File: src/rtl/uart_rx_frame.sv
// uart_rx_frame: oversampling UART receiver with optional parity and stop-bit checking
module uart_rx_frame #(
    parameter int DATA_WIDTH = 8,
    parameter int OVERSAMPLE = 8
) (
    input  logic                  clk,
    input  logic                  rst,
    input  logic                  RX_IN,
    input  logic                  PAR_EN,
    input  logic                  PAR_TYP,
    output logic [DATA_WIDTH-1:0] P_DATA,
    output logic                  Data_Valid,
    output logic                  par_err,
    output logic                  stp_err,
    output logic                  busy
);
    localparam int EW = $clog2(OVERSAMPLE);
    localparam int BW = DATA_WIDTH > 1 ? $clog2(DATA_WIDTH) : 1;
    localparam logic [EW-1:0] E_SA   = EW'(OVERSAMPLE / 2 - 1);
    localparam logic [EW-1:0] E_RES  = EW'(OVERSAMPLE / 2);
    localparam logic [EW-1:0] E_LAST = EW'(OVERSAMPLE - 1);
    localparam logic [BW-1:0] B_LAST = BW'(DATA_WIDTH - 1);

    typedef enum logic [2:0] {IDLE, START, DATA, PARITY, STOP} state_t;

    state_t                  state, state_nxt;
    logic                    rx_meta, rx_s;
    logic [EW-1:0]           edge_cnt;
    logic [BW-1:0]           bit_cnt;
    logic [DATA_WIDTH-1:0]   shift_reg;
    logic                    par_en_l, par_typ_l, samp_a, glitch, par_bad, hold;
    logic                    res, last, bit_val, start, dv_nxt, pe_nxt, se_nxt;

    // The third majority sample is the value rx_s takes next cycle (rx_meta),
    // so the bit resolves one edge early and the registered outputs land on
    // the cycle of edge OVERSAMPLE/2+1.
    assign res     = edge_cnt == E_RES;
    assign last    = edge_cnt == E_LAST;
    assign bit_val = (samp_a & rx_s) | (samp_a & rx_meta) | (rx_s & rx_meta);
    assign start   = state == IDLE && !rx_s && !hold;
    assign busy    = state != IDLE;

    // State register
    always_ff @(posedge clk) begin
        if (rst) state <= IDLE;
        else     state <= state_nxt;
    end

    // Next state and frame verdict; the return to IDLE at mid-stop allows
    // back-to-back frames without an idle gap
    always_comb begin
        state_nxt = state;
        dv_nxt    = 1'b0;
        pe_nxt    = 1'b0;
        se_nxt    = 1'b0;
        case (state)
            IDLE:    if (start) state_nxt = START;
            START:   if (last) state_nxt = glitch ? IDLE : DATA;
            DATA:    if (last && bit_cnt == B_LAST) state_nxt = par_en_l ? PARITY : STOP;
            PARITY:  if (last) state_nxt = STOP;
            STOP: begin
                if (res) begin
                    state_nxt = IDLE;
                    dv_nxt    = bit_val && !par_bad;
                    pe_nxt    = par_bad;
                    se_nxt    = !bit_val;
                end
            end
            default: state_nxt = IDLE;
        endcase
    end

    // Synchronizer, counters, sampling, shifting and output registers;
    // hold blocks a restart on the same low level after a stop error
    always_ff @(posedge clk) begin
        if (rst) begin
            rx_meta    <= 1'b1;
            rx_s       <= 1'b1;
            P_DATA     <= '0;
            Data_Valid <= 1'b0;
            par_err    <= 1'b0;
            stp_err    <= 1'b0;
            edge_cnt   <= '0;
            bit_cnt    <= '0;
            shift_reg  <= '0;
            par_en_l   <= 1'b0;
            par_typ_l  <= 1'b0;
            samp_a     <= 1'b1;
            glitch     <= 1'b0;
            par_bad    <= 1'b0;
            hold       <= 1'b0;
        end else begin
            rx_meta    <= RX_IN;
            rx_s       <= rx_meta;
            Data_Valid <= dv_nxt;
            par_err    <= pe_nxt;
            stp_err    <= se_nxt;
            if (dv_nxt) P_DATA <= shift_reg;
            edge_cnt   <= state == IDLE ? EW'(start) : (last ? '0 : edge_cnt + 1'b1);
            bit_cnt    <= state != DATA ? '0 : bit_cnt + BW'(last);
            if (edge_cnt == E_SA) samp_a <= rx_s;
            if (start) begin
                par_en_l  <= PAR_EN;
                par_typ_l <= PAR_TYP;
                par_bad   <= 1'b0;
            end
            if (res && state == START) glitch <= bit_val;
            if (res && state == DATA) shift_reg <= {bit_val, shift_reg[DATA_WIDTH-1:1]};
            if (res && state == PARITY) par_bad <= bit_val != (^shift_reg ^ par_typ_l);
            hold       <= se_nxt | (hold & !rx_s);
        end
    end
endmodule

File: config.mk
export PLATFORM = sky130hd
export DESIGN_NAME = uart_rx_frame
export DESIGN_NICKNAME = d
export VERILOG_FILES = /design/src/rtl/uart_rx_frame.sv
export SDC_FILE = /design/constraint.sdc
export NUM_CORES = 1
export LEC_CHECK = 0
export BUFFER_PORTS_ARGS = -buffer_cell sky130_fd_sc_hd__buf_2
export CAP_MARGIN = 10
export CORE_ASPECT_RATIO = 2
export CORE_MARGIN = 1.5
export CORE_UTILIZATION = 61
export DETAILED_ROUTE_END_ITERATION = 12
export GPL_TIMING_DRIVEN = 0
export PLACE_DENSITY = 0.82
export SLEW_MARGIN = 20
export SYNTH_ARGS = -nofsm -noshare
export SYNTH_HDL_FRONTEND = slang
export SYNTH_SLANG_ARGS = --single-unit
File: constraint.sdc
create_clock -name clk -period 4 [get_ports clk]
set_input_delay 0.2 -clock clk [delete_from_list [all_inputs] [get_ports clk]]
set_output_delay 0.2 -clock clk [all_outputs]
set_load 0.03 [all_outputs]
==> flow_summary.json <==
{
  "status": "complete, no violations",
  "detailed_place_hpwl_um": 2270,
  "synth_top_area_cell": "dfxtp_1",
  "synth_top_family_by_area": "simple AND/OR/NAND/NOR gates",
  "avgRoutedWirePerCell_um": 13.8,
  "vias": 1199,
  "cts_sinks": 36,
  "power.density_mw_per_mm2": 499,
  "netlist_instances": 166,
  "insertion_delay_ps": 290,
  "grt.total_usage": 0.240,
  "irDropWorstVdd_mv": 0.334,
  "required_ps": 3800,
  "synthMuxAreaShare": 0.0569,
  "dieWidth_um": 39.0,
  "routed_wl_um": 2990,
  "p_comb_frac": 0.250,
  "gp_congestion": 0.855,
  "ant_nets": 0,
  "path_class": "reg2out",
  "finalSetupViolCount": 0,
  "cts_max_path_buffers": 2,
  "cts_hold_buf": 0,
  "cts-resized-gates": 0,
  "yosys-top-cells-area": "dfxtp_1, mux2i_1, ha_1",
  "ys_types": 41,
  "finClkSkew_ps": 8.38,
  "final-max-slew-violation-count": 0,
  "hp-class": "in2reg",
  "num_rows": 26,
  "syn_to_final_growth_pct": 13.0,
  "diodes": 0,
  "p_switching_uw": 274,
  "drive_gt1_frac": 0.197,
  "syn_nets": 177,
  "grt_pass1_vias": 1132,
  "synth_compound_area_frac": 0.0988,
  "ys_warn_count": 0,
  "crit_path_max_fanout": 10,
  "critPathLaunchType": "register",
  "synth_top_area_frac": 0.455,
  "grt_pass1_wl_um": 4800,
  "slew_headroom": 0.685,
  "fillers": 189,
  "grt_max_degree": 11,
  "p_sw_frac": 0.307,
  "cts_buffers": 5,
  "ioPinCount": 17,
  "syn_area_per_cell_um2": 9.53,
  "drcViolationCount": 0,
  "core_mm2": 0.00250,
  "p_clk_frac": 0.311,
  "cap_violations": 0,
  "start_util": 0.632,
  "fin_setup_tns_ps": 0,
  "htree_levels": 2,
  "seq_area_frac_synth": 0.455,
  "overflow": 0,
  "final_core_utilization": 0.714,
  "cp.arrival_ps": 1440,
  "synth_edf_count": 0,
  "fp.dieH_um": 75.0,
  "end_kind": "primary output",
  "cts_tree": "yes",
  "synth-simple-area-share": 0.225,
  "max_freq_ghz": 0.609,
  "synth_adder_area_share": 0.0545,
  "worst_slew_pin_slew_ps": 472,
  "antenna_found_initial": 0,
  "synth_xor_area_frac": 0.0632,
  "drtIter0Drc": 17,
  "async_reset_ff_frac": 0,
  "final.period_utilization": 0.411,
  "clockRootBuffer": "clkbuf_8",
  "post_cts_buffers": 0,
  "timing.final.hold_violations": 0,
  "power_leakage_uw": 0.000773,
  "die-area_mm2": 0.00293,
  "pwr-share-seq": 0.438,
  "synth_top_flop_cell": "dfxtp_1",
  "p_int_uw": 619,
  "io_buffers": 15,
  "rsz0062_at_grt": "no",
  "final_nets": 199,
  "clk_pin_slew_worst_paths_ps": 70,
  "final.min_clock_period_ps": 1640,
  "synth-seq-cells": 36,
  "synth.cell_area_mm2": 0.00158,
  "via_per_inst": 5.55,
  "firstDrtPassIters": 4
}
[worst max-delay path, stage by stage (launching register included)]
cell	delay (ps)
dfxtp_1	310
buf_2	180
nor3_2	410
inv_1	70
buf_2	180
[power groups by stage]
| stage | Clock, uW | Sequential, uW | Combinational, uW |
|---|---|---|---|
| after floorplan | 0 | 395 | 182 |
| after detailed placement | 0 | 400 | 221 |
| after CTS | 281 | 391 | 223 |
| final | 278 | 392 | 224 |
| after global placement | 0 | 397 | 214 |
| after global routing | 297 | 395 | 246 |
[metrics by stage]
stage / hold WS, ps / setup WS, ps / area [um2] / instances / power, uW
after CTS: 94.4 / 2350 / 1790 / 216 / 896
after floorplan: 304 / 2520 / 1580 / 166 / 577
after global placement: 386 / 2430 / 1690 / 209 / 611
after detailed placement: 392 / 2380 / 1690 / 209 / 621
after global routing: 98.2 / 2240 / 1790 / 216 / 937
final: 94.1 / 2360 / 1790 / 216 / 893
[area by class of cell]
cell class | instances | area [um2] | area share
well taps | 28 | 35.0 | 0.0196
multi-input cells | 114 | 788 | 0.441
inverters | 7 | 26.3 | 0.0147
clock buffers | 7 | 96.3 | 0.0538
plain buffers | 9 | 47.5 | 0.0266
repair buffers | 15 | 75.1 | 0.0420
flip-flops and latches | 36 | 721 | 0.403
[final timing paths]
kind	startpoint	endpoint	slack, ps	cells past startpoint
worst min-delay path	RX_IN	rx_meta	90	2
worst max-delay path	state[2]	busy	2360	4
worst max register to register	edge_cnt[0]	state[1]	2380	6
worst min register to register	par_typ_l	par_typ_l	470	2
[logic make-up (layout without fill, tap and decap cells)]
family | Yosys count | after routing
mux | 9 | 9
fa+ha+maj | 7 | 7
simple gates | 65 | 65
flops | 36 | 36
compound gates | 24 | 24
xor+xnor | 9 | 9
buf+inv | 16 | 38
[Yosys cell counts (2+ instances only)]
cell	number
dfxtp_1	36
nand2_1	13
nand3_1	12
xnor2_1	6
nor2_1	12
nor4_1	2
nand4b_1	2
buf_4	3
and2_1	3
or2_2	3
nand2b_1	3
ha_1	6
o21ai_0	2
nor3b_1	4
nor3_1	2
nor2b_1	2
clkbuf_1	3
mux2i_1	9
inv_1	7
a21oi_1	13
o21a_1	2
buf_2	2
[per-layer routing]
| metal | global-route usage | wire length (um) |
|---|---|---|
| met5 | 0 | 0 |
| met4 | 0.103 | 60 |
| met3 | 0.0619 | 72 |
| met2 | 0.469 | 1820 |
| met1 | 0.211 | 1040 |
[placed cells by master, fill, tap and decap left out, types with 3 or more instances in the layout]
cell type / synthesis / layout
or2_2: 3 / 3
mux2i_1: 9 / 9
nand2b_1: 3 / 3
clkbuf_1: 3 / 3
and2_1: 3 / 3
nand3_1: 12 / 12
nor2_1: 12 / 12
clkbuf_8: 0 / 7
ha_1: 6 / 6
inv_1: 7 / 7
dfxtp_1: 36 / 36
buf_4: 3 / 3
buf_2: 2 / 17
nand2_1: 13 / 13
nor3b_1: 4 / 4
xnor2_1: 6 / 6
a21oi_1: 13 / 13
Power figures use the tool's default switching activity.
